[src/rtl/lsu.sv]
// Load/store unit for the M stage: one req/ack bus transaction per access,
// lane steering, load extension, alignment check and bus timeout.
// Ports: clk, rst_n; mm_re/mm_we/funct3/addr/wdata from the M stage;
// rdata, busy_M, misaligned_M, bus_err_M back to the pipeline;
// bus_req/we/addr/be/wdata out and bus_rdata/bus_ack in on the bus.
module lsu #(
  parameter int ADDR_W  = 32,
  parameter int TIMEOUT = 64
) (
  input  logic              clk,
  input  logic              rst_n,
  input  logic              mm_re,
  input  logic              mm_we,
  input  logic [2:0]        funct3,
  input  logic [ADDR_W-1:0] addr,
  input  logic [31:0]       wdata,
  output logic [31:0]       rdata,
  output logic              busy_M,
  output logic              misaligned_M,
  output logic              bus_err_M,
  output logic              bus_req,
  output logic              bus_we,
  output logic [ADDR_W-1:0] bus_addr,
  output logic [3:0]        bus_be,
  output logic [31:0]       bus_wdata,
  input  logic [31:0]       bus_rdata,
  input  logic              bus_ack
);

  localparam int CW = (TIMEOUT > 0) ? $clog2(TIMEOUT + 1) : 1;
  // Abort in WAIT one count early: the IDLE cycle is also a busy cycle,
  // so the whole stall is bounded by TIMEOUT cycles.
  localparam int TLIM = (TIMEOUT >= 2) ? TIMEOUT - 2 : 0;
  localparam logic [CW-1:0] TLIM_C = CW'(TLIM);

  typedef enum logic [1:0] {
    S_IDLE,
    S_WAIT,
    S_DONE
  } state_t;

  state_t        state;
  state_t        state_n;
  logic [CW-1:0] cnt;
  logic [31:0]   rdata_q;
  logic          err_q;
  logic          capture;
  logic          abort;

  logic        is_b;
  logic        is_h;
  logic        is_w;
  logic        mem;
  logic        misal;
  logic        access;
  logic [1:0]  lane;
  logic [31:0] sh;

  assign lane = addr[1:0];
  assign is_b = (funct3 == 3'b000) || (funct3 == 3'b100);
  assign is_h = (funct3 == 3'b001) || (funct3 == 3'b101);
  assign is_w = ~is_b & ~is_h;
  assign mem  = mm_re | mm_we;

  assign misal  = mem & ((is_h & addr[0]) | (is_w & (|lane)));
  assign access = mem & ~misal;

  always_ff @(posedge clk or negedge rst_n) begin
    if (!rst_n) begin
      state   <= S_IDLE;
      cnt     <= '0;
      rdata_q <= '0;
      err_q   <= 1'b0;
    end else begin
      state <= state_n;
      if (state_n == S_IDLE) cnt <= '0;
      else if (state == S_WAIT) cnt <= cnt + CW'(1);
      if (capture) rdata_q <= bus_rdata;
      else if (abort) rdata_q <= '0;
      if (state_n == S_DONE) err_q <= abort;
    end
  end

  always_comb begin
    state_n = state;
    capture = 1'b0;
    abort   = 1'b0;
    unique case (state)
      S_IDLE: begin
        if (access) begin
          if (bus_ack) begin
            capture = 1'b1;
            state_n = S_DONE;
          end else if (TIMEOUT == 1) begin
            abort   = 1'b1;
            state_n = S_DONE;
          end else begin
            state_n = S_WAIT;
          end
        end
      end
      S_WAIT: begin
        if (bus_ack) begin
          capture = 1'b1;
          state_n = S_DONE;
        end else if (TIMEOUT >= 2 && cnt == TLIM_C) begin
          abort   = 1'b1;
          state_n = S_DONE;
        end
      end
      default: state_n = S_IDLE;
    endcase
  end

  always_comb begin
    bus_req      = rst_n & (((state == S_IDLE) & access) | (state == S_WAIT));
    busy_M       = bus_req;
    misaligned_M = rst_n & misal;
    bus_err_M    = rst_n & (state == S_DONE) & err_q;
  end

  assign bus_we   = mm_we;
  assign bus_addr = {addr[ADDR_W-1:2], 2'b00};

  always_comb begin
    bus_be    = 4'b1111;
    bus_wdata = wdata;
    unique case (1'b1)
      is_b: begin
        bus_be    = 4'b0001 << lane;
        bus_wdata = {4{wdata[7:0]}};
      end
      is_h: begin
        bus_be    = 4'b0011 << lane;
        bus_wdata = {2{wdata[15:0]}};
      end
      default: ;
    endcase
  end

  assign sh = rdata_q >> {lane, 3'b000};

  always_comb begin
    rdata = rdata_q;
    unique case (1'b1)
      is_b: rdata = {{24{sh[7] & ~funct3[2]}}, sh[7:0]};
      is_h: rdata = {{16{sh[15] & ~funct3[2]}}, sh[15:0]};
      default: ;
    endcase
  end

endmodule

[config.mk]
export PLATFORM = sky130hd
export DESIGN_NAME = lsu
export DESIGN_NICKNAME = d
export VERILOG_FILES = /design/src/rtl/lsu.sv
export SDC_FILE = /design/constraint.sdc
export NUM_CORES = 1
export LEC_CHECK = 0
export ABC_AREA = 1
export BUFFER_PORTS_ARGS = -buffer_cell sky130_fd_sc_hd__buf_2
export CORE_MARGIN = 2
export CORE_UTILIZATION = 40
export CTS_BUF_LIST = sky130_fd_sc_hd__clkbuf_4 sky130_fd_sc_hd__clkbuf_8
export DETAILED_ROUTE_END_ITERATION = 12
export PLACE_DENSITY = 0.76
export SETUP_SLACK_MARGIN = 0.1
export SKIP_CTS_REPAIR_TIMING = 1
export SYNTH_ARGS = -nofsm -noshare
export SYNTH_HDL_FRONTEND = slang
export SYNTH_SLANG_ARGS = --single-unit
[constraint.sdc]
create_clock -name clk -period 2 [get_ports clk]
set_clock_uncertainty 0.05 [all_clocks]
set_input_delay 0.4 -clock clk [delete_from_list [all_inputs] [get_ports clk]]
set_output_delay 0.4 -clock clk [all_outputs]
set_load 0.03 [all_outputs]
# After elaboration in Yosys (flattened, before gate mapping)
# Cells that the tools add are included.
[op_classes]
eq_ne = 7
shifts = 3
muxes = 18
bitwise = 19
n_reduce_logical = 8
addsub = 1
[op_table]
columns = ["cell", "n"]
rows = [
  ["$pmux 32 s2", 2],
  ["$mux 32", 2],
  ["$shr 32x5->16", 1],
  ["$mux 7", 2],
  ["$and 1x1->1", 12],
  ["$mux 2", 4],
  ["$pmux 4 s2", 1],
  ["$add 7x1->7 const B", 1],
  ["$eq 7x6->1 const B", 1],
  ["$eq 3x3->1 const B", 2],
  ["$mux 1", 5],
  ["$eq 2x2->1 const B", 2],
  ["$logic_not 2->1", 2],
  ["$not 1->1", 4],
  ["$pmux 2 s2", 1],
  ["$reduce_bool 2->1", 2],
  ["$shl 1x2->4 const A", 1],
  ["$shl 2x2->4 const A", 1],
  ["$eq 3x1->1 const B", 1],
  ["$logic_not 3->1", 1],
  ["$or 1x1->1", 3],
  ["$eq 2x1->1 const B", 1],
  ["$logic_or 1x1->1", 2],
  ["$pmux 1 s2", 1],
  ["$reduce_or 2->1", 1],
]
[totals]
in_bits = 104
elab_cells = 60
output_inout_bits = 105
ff_bits = 42

# Longest topological paths before layout
# Gate-level depths: netlist (run 1).
[depth]
word_depth = 13
depth_mapped = 10
mapped_depth_nobuf = 9

# Least setup slack after synthesis (run 1)
# Ideal clock, no wire load.
[synth_timing]
kind = "input to output"
from = "in funct3[1]"
to = "out bus_be[1]"
t_required_ns = 1.550
path_slack_ns = -0.144
n_path_buf = 2
arrival_ns = 1.694
stages = 7
path_cell_list = "buf_4 > inv_2 > buf_4 > nand2_2 > inv_4 > nor2_1 > o21ai_0"
[synth_via]
elab_chain_len = 3
elab_cells_between_ends = 7
cone_classes = "eq/ne (3); mux (1); reduce/logical (3)"
[synth_rtl]
columns = ["element", "line_no", "text"]
rows = [
  ["start: declaration", "14", "input logic [2:0] funct3,"],
  ["$eq 3x1->1, or another cell as far along", "61", "assign is_h = (funct3 == 3'b001) || (funct3 == 3'b101);"],
  ["$logic_or 1x1->1 (on tied branches)", "61, 60", ""],
  ["$pmux 4 s2 *", "128", "unique case (1'b1)"],
  ["end: declaration", "24", "output logic [3:0] bus_be,"],
]
# Mark *: on every way between the ends. The rest lies on a longest branch, timed or not.

# Worst setup path after layout (run 1)
[layout_timing]
from = "reg rdata_q[23]"
to = "out rdata[29]"
[layout_via]
elab_chain_len = 3
elab_cells_between_ends = 4
cone_classes = "shift (1); mux (1); bitwise (2)"
[layout_rtl]
columns = ["element", "line_no", "text"]
rows = [
  ["start: declaration", "45", "logic [31:0] rdata_q;"],
  ["start signal: assignment", "78", "if (capture) rdata_q <= bus_rdata;"],
  ["$shr 32x5->16 *", "141", "assign sh = rdata_q >> {lane, 3'b000};"],
  ["$and 1x1->1 (on tied branches)", "147, 146", ""],
  ["$pmux 32 s2 *", "145", "unique case (1'b1)"],
  ["end: declaration", "17", "output logic [31:0] rdata,"],
]
# Marked as above.

==> results of run 1 <==
[cell type report]
class	instances	share of cell area, %
tap	105	2.747
multi-input combinational	362	40.32
timing repair buffer	193	29.49
clock inverter	3	1.439
inverter	29	2.486
clock buffer	5	1.439
sequential	42	22.08
[stage by stage]
stage	area [sq um]	setup slack (ns)
CTS	4210	-0.1223
detailed placement	4073	0.01775
global route	4782	-0.09960
finish	4782	-0.04462
floorplan	3381	0.06943
global placement	4073	0.02530
[power groups by stage]
| stage | combinational [W] | sequential (W) | clock (W) |
|---|---|---|---|
| after detailed placement | 0.00174 | 0.00138 | 0 |
| after floorplan | 0.00134 | 0.00124 | 0 |
| after global routing | 0.00236 | 0.00140 | 0.000870 |
| after CTS | 0.00175 | 0.00136 | 0.000828 |
| after global placement | 0.00172 | 0.00138 | 0 |
| final | 0.00218 | 0.00138 | 0.000814 |
[how the worst max path moves through the flow]
| stage | slack (ns) | startpoint | cells past startpoint | endpoint |
|---|---|---|---|---|
| after global placement | 0.03 | addr[0] | 10 | rdata[9] |
| after global routing | -0.1 | rdata_q[23] | 8 | rdata[29] |
| after CTS | -0.12 | rdata_q[23] | 8 | rdata[9] |
| final | -0.04 | rdata_q[23] | 8 | rdata[29] |
| after floorplan | 0.07 | funct3[1] | 7 | bus_be[1] |
| after detailed placement | 0.02 | addr[0] | 8 | rdata[2] |
[sequential cells by signal, summed over array words and instances (netlist names)]
signal / cells
cnt: 7
state: 2
rdata_q: 32
err_q: 1
[critical path, stage by stage, from the launching register on]
cell and delay (ns):
dfrtp_1 0.44, inv_1 0.09, nand2_2 0.08, nand3_4 0.08, nand2_4 0.07, nand3_4 0.13, clkbuf_16 0.20, nand3_2 0.07
buf_6 0.13
[placed cells by master (no fill, tap or decap), types with 4 or more instances in the layout]
cell | synthesis | final
nand2_1 | 198 | 194
buf_2 | 4 | 110
nand3_1 | 69 | 54
buf_4 | 45 | 41
dfrtp_1 | 42 | 38
buf_6 | 7 | 31
inv_1 | 22 | 20
nand3_2 | 12 | 18
nor2_1 | 15 | 13
a21oi_1 | 15 | 12
nand3_4 | 1 | 10
o21ai_0 | 21 | 10
o211ai_1 | 8 | 8
o21ai_1 | 0 | 7
nand2_4 | 5 | 6
buf_12 | 0 | 6
inv_2 | 6 | 5
nand2_2 | 2 | 5
clkbuf_8 | 0 | 5
inv_4 | 1 | 4
nor2_4 | 1 | 4
o21ai_2 | 0 | 4
dfrtp_2 | 0 | 4
[cells by family (layout without fill, tap and decap cells)]
kind of cell             Yosys count  after routing  synth area share (%)
flip-flops                        42             42                 31.41
buffers and inverters             96            230                 17.61
AND/OR/NAND/NOR                  310            310                 41.96
other                              1              2                0.1121
XOR/XNOR                           3              3                0.7855
AO/OA/AOI/OAI                     45             45                 7.367
adder cells (fa/ha/maj)            2              2                0.7478
[routing by layer]
layer	GRT usage, %	wire, um	up-vias
met5	0	0	-
li1	-	-	1830
met1	30.78	4590	1742
met4	5.952	299	0
met2	43.08	5983	176
met3	4.901	995	31
==> flow_summary.ini, run 1 <==
[layout]
utilization_pct = 58.49
antenna_cells = 0
ff_latch_area_sq_um = 1056
drive_gt1_share_pct = 41.80
nets = 739
fill_cells = 762
fin_cells = 739
syn2layout_area_growth_pct = 42.93
multi_input_area_sq_um = 1928

[synthesis]
synth.largest_area_cell = dfrtp_1
synth_area_per_cell_sq_um = 6.705
yosysSeqAreaShare_pct = 31.41
synthTopCellsByCount = nand2_1 (198), nand3_1 (69), buf_4 (45)
synth-main-ff-cell = dfrtp_1
synth.most_common_cell = nand2_1
ys_ff_latch = 42
yosys_warnings = 0
netlist.area_leader.share_pct = 31.41
yosysUniqueCellTypes = 27
synth_cells = 499
netlist_top_cells_area = dfrtp_1 (31%), nand2_1 (22%), nand3_1 (10%), buf_4 (10%), nand3_2 (3.6%)
synth_edf_count = 0
netlist_area_sq_um = 3346
synthArstFlopShare_pct = 100.0

[pwr]
p_total_w = 0.004379
combPwrFrac_pct = 49.8
p_leak_nw = 2.691
vdd_drop_max_mv = 0.4008
p_seq_share_pct = 31.6
powerDensity_nw_per_um2 = 915.8
p_int_w = 0.002479
p_switching_w = 0.001900
clkPwrFrac_pct = 18.6
swShare_pct = 43.38

[sta]
clock.fmax_mhz = 489.1
hold_slack_ns = 0.1180
period_share_pct = 102.2
fin_crit_ns = 2.045
final_hold_viol_count = 0
setup_viol = 23
rsz0062_at_grt = yes
setup_tns_ns = -0.5796
slew_violations = 0
layout_setup_ws_ns = -0.04462

[worst_setup_path]
critPathKind = flop to output port
cp.required_ns = 1.55
cp-end-kind = output port
crit_path_max_fanout = 5
reg2reg_slack_ns = 0.38
r2r_cells = 9
worstPathArrival_ns = 1.59
crit_path_start_kind = flop
reg2reg_from = state[0]
reg2reg_to = rdata_q[7]

[drt]
vias = 3779
drt_iter0_markers = 242
drc = 0
wl_um = 11870
wire_per_inst_um = 16.06
antenna_left = 0
drt-vias-per-instance = 5.114
drtPass1Iterations = 5

[worst_hold_path]
min_path_type = input pin to async pin

[run_status]
status = finished, violations left
failed_checks = setup timing

[clock_tree]
htree_levels = 2
cts_buffers = 5
cts_tree = done
clock_latency_ns = 0.30
clk_pin_slew_ns = 0.09
clock_path_buffers = 2
cts_root_buf = clkbuf_8
cts.sinks = 42

[placement]
globalplace.congestion = 0.8754
hpwl_um = 9036
post-place-cells = 715
place.port_buffers = 146

[grt]
grt_overflow = 0
gr-usage-all-layers_pct = 24.48
grt_max_degree = 34
grt_pass1_wl_um = 17140
grt_pass1_vias = 3469
antenna_found_initial = 0

[floorplan]
dieWidth_um = 95.46
die_area_sq_um = 9112
dieHeight_um = 95.46
coreArea_sq_um = 8175
ioPinCount = 209
start_util_pct = 40.92
std_cell_rows = 33

[job]
cap_violations = 0
(Power assumes the default switching activity.)
==> inputs of run 2 (changes only) <==
--- a/config.mk
+++ b/config.mk
@@ -9,7 +9,7 @@
 export BUFFER_PORTS_ARGS = -buffer_cell sky130_fd_sc_hd__buf_2
 export CORE_MARGIN = 2
 export CORE_UTILIZATION = 40
-export CTS_BUF_LIST = sky130_fd_sc_hd__clkbuf_4 sky130_fd_sc_hd__clkbuf_8
+export CTS_BUF_LIST = sky130_fd_sc_hd__clkbuf_2
 export DETAILED_ROUTE_END_ITERATION = 12
 export PLACE_DENSITY = 0.76
 export SETUP_SLACK_MARGIN = 0.1
==> flow_summary.ini, run 2 (synthesized netlist as in run 1, its figures left out) <==
[sta]
period_share_pct = 111.4
fin_crit_ns = 2.227
final_hold_viol_count = 0
layout_setup_ws_ns = -0.2275
rsz0062_at_grt = yes
setup_viol = 27
hold_slack_ns = 0.1188
clock.fmax_mhz = 448.9
slew_violations = 0

[drt]
drt-vias-per-instance = 5.137
vias = 3827
antenna_left = 0
drtPass1Iterations = 4
drt_iter0_markers = 257
wl_um = 11880
wire_per_inst_um = 15.95
drc = 0

[pwr]
p_int_w = 0.002396
p_seq_share_pct = 31.4
p_switching_w = 0.001922
powerDensity_nw_per_um2 = 891.2
vdd_drop_max_mv = 0.3810
swShare_pct = 44.51
p_total_w = 0.004317
combPwrFrac_pct = 53.7
p_leak_nw = 2.722
clkPwrFrac_pct = 14.9

[worst_setup_path]
max_stage_delay_ns = 0.49
cp.required_ns = 1.55
critPathKind = flop to output port
path_buf_inv = 3
crit_slowest_cell = dfrtp_1
reg2reg_from = state[0]
cp-end-kind = output port
worstPathArrival_ns = 1.78
cp_top_family = flip-flops
r2r_cells = 9
crit_path_start_kind = flop
cp_cell_sequence = inv_1, nand2_2, nand3_4, nand2_4, nand3_4, clkbuf_16, nand3_4, buf_6
reg2reg_slack_ns = 0.37
cpMostUsedCell = nand3_4
reg2reg_to = rdata_q[7]
crit_path_max_fanout = 5

[worst_hold_path]
min_path_type = input pin to flop
hold_depth = 3
whs_endpoint = rdata_q[25]
min_from = bus_rdata[25]

[grt]
use_met3_pct = 4.585
grt_pass1_wl_um = 17000
gr-usage-all-layers_pct = 24.23
grt_overflow = 0
grtUsageMet2_pct = 43.08
busiest_layer = met2
use_met1_pct = 30.73
grt_pass1_vias = 3448
grt_max_degree = 34
antenna_found_initial = 0

[layout]
largest_register = rdata_q
final_common_cell = nand2_1
drive_gt1_share_pct = 44.38
fin_cells = 745
antenna_cells = 0
nets = 745
syn2layout_area_growth_pct = 44.80
final_cell_mix = nand2_1 (192), buf_2 (107), nand3_1 (50)
utilization_pct = 59.26
largest_reg_flops = 32
reg_top3 = rdata_q x32, cnt x7, state x2

[clock_tree]
cts_tree = done
cts_buffers = 5
cts.sinks = 42
clk_pin_slew_ns = 0.26
htree_levels = 2
cts_root_buf = clkbuf_2
clock_path_buffers = 2
clock_latency_ns = 0.40

[run_status]
status = finished, violations left
failed_checks = setup timing

[job]
cap_violations = 0

[placement]
place.port_buffers = 146
post-place-ws_ns = 0.01775
globalplace.congestion = 0.8754
hpwl_um = 9036
post-place-cells = 715

[floorplan]
ioPinCount = 209
die_area_sq_um = 9112
std_cell_rows = 33
dieHeight_um = 95.46
coreArea_sq_um = 8175
start_util_pct = 40.92
dieWidth_um = 95.46
run 2: worst register-to-register path, stage by stage, from the launching register on:
cell and delay [ns]:
dfrtp_1 0.48, inv_2 0.07, nand2_2 0.06, nor2_4 0.14, nand2_4 0.07, nand2_4 0.07
buf_4 0.11, buf_4 0.29, nand3_1 0.16, nand2_1 0.09
run 2: metal layers:
| metal | vias to the layer above | wire length [um] | part of all wire (%) |
|---|---|---|---|
| li1 | 1839 | - | - |
| met1 | 1797 | 4715 | 40 |
| met2 | 165 | 6045 | 51 |
| met3 | 26 | 892 | 7.5 |
| met4 | 0 | 230 | 1.9 |
| met5 | - | 0 | 0 |
run 2: how the worst max path moves through the flow:
stage,endpoint,slack [ns],startpoint,cells after the start
after detailed placement,rdata[2],0.02,addr[0],8
after CTS,rdata[9],-0.29,rdata_q[23],8
after global routing,rdata[25],-0.33,rdata_q[23],8
after floorplan,bus_be[1],0.07,funct3[1],7
final,rdata[25],-0.23,rdata_q[23],8
after global placement,rdata[9],0.03,addr[0],10
run 2: per-stage QoR:
| stage | TNS (ns) | cell area [sq um] |
|---|---|---|
| after CTS | -7.132 | 4167 |
| after global routing | -8.066 | 4845 |
| after floorplan | 0 | 3381 |
| after detailed placement | 0 | 4073 |
| after global placement | 0 | 4073 |
| final | -4.927 | 4845 |
run 2: layout make-up:
type,instances,area (sq um)
flip-flops and latches,42,1060
inverters,29,113.9
fillers,772,3331
clock inverters,3,68.82
repair buffers,199,1473
clock buffers,5,25.02
multi-input cells,362,1973
well taps,105,131.4
run 2: power by group through the flow:
stage	logic, W	registers [W]	clock network, W
after global placement	0.00172	0.00138	0
after detailed placement	0.00174	0.00138	0
after CTS	0.00175	0.00136	0.000647
after floorplan	0.00134	0.00124	0
final	0.00232	0.00136	0.000643
after global routing	0.00250	0.00138	0.000695
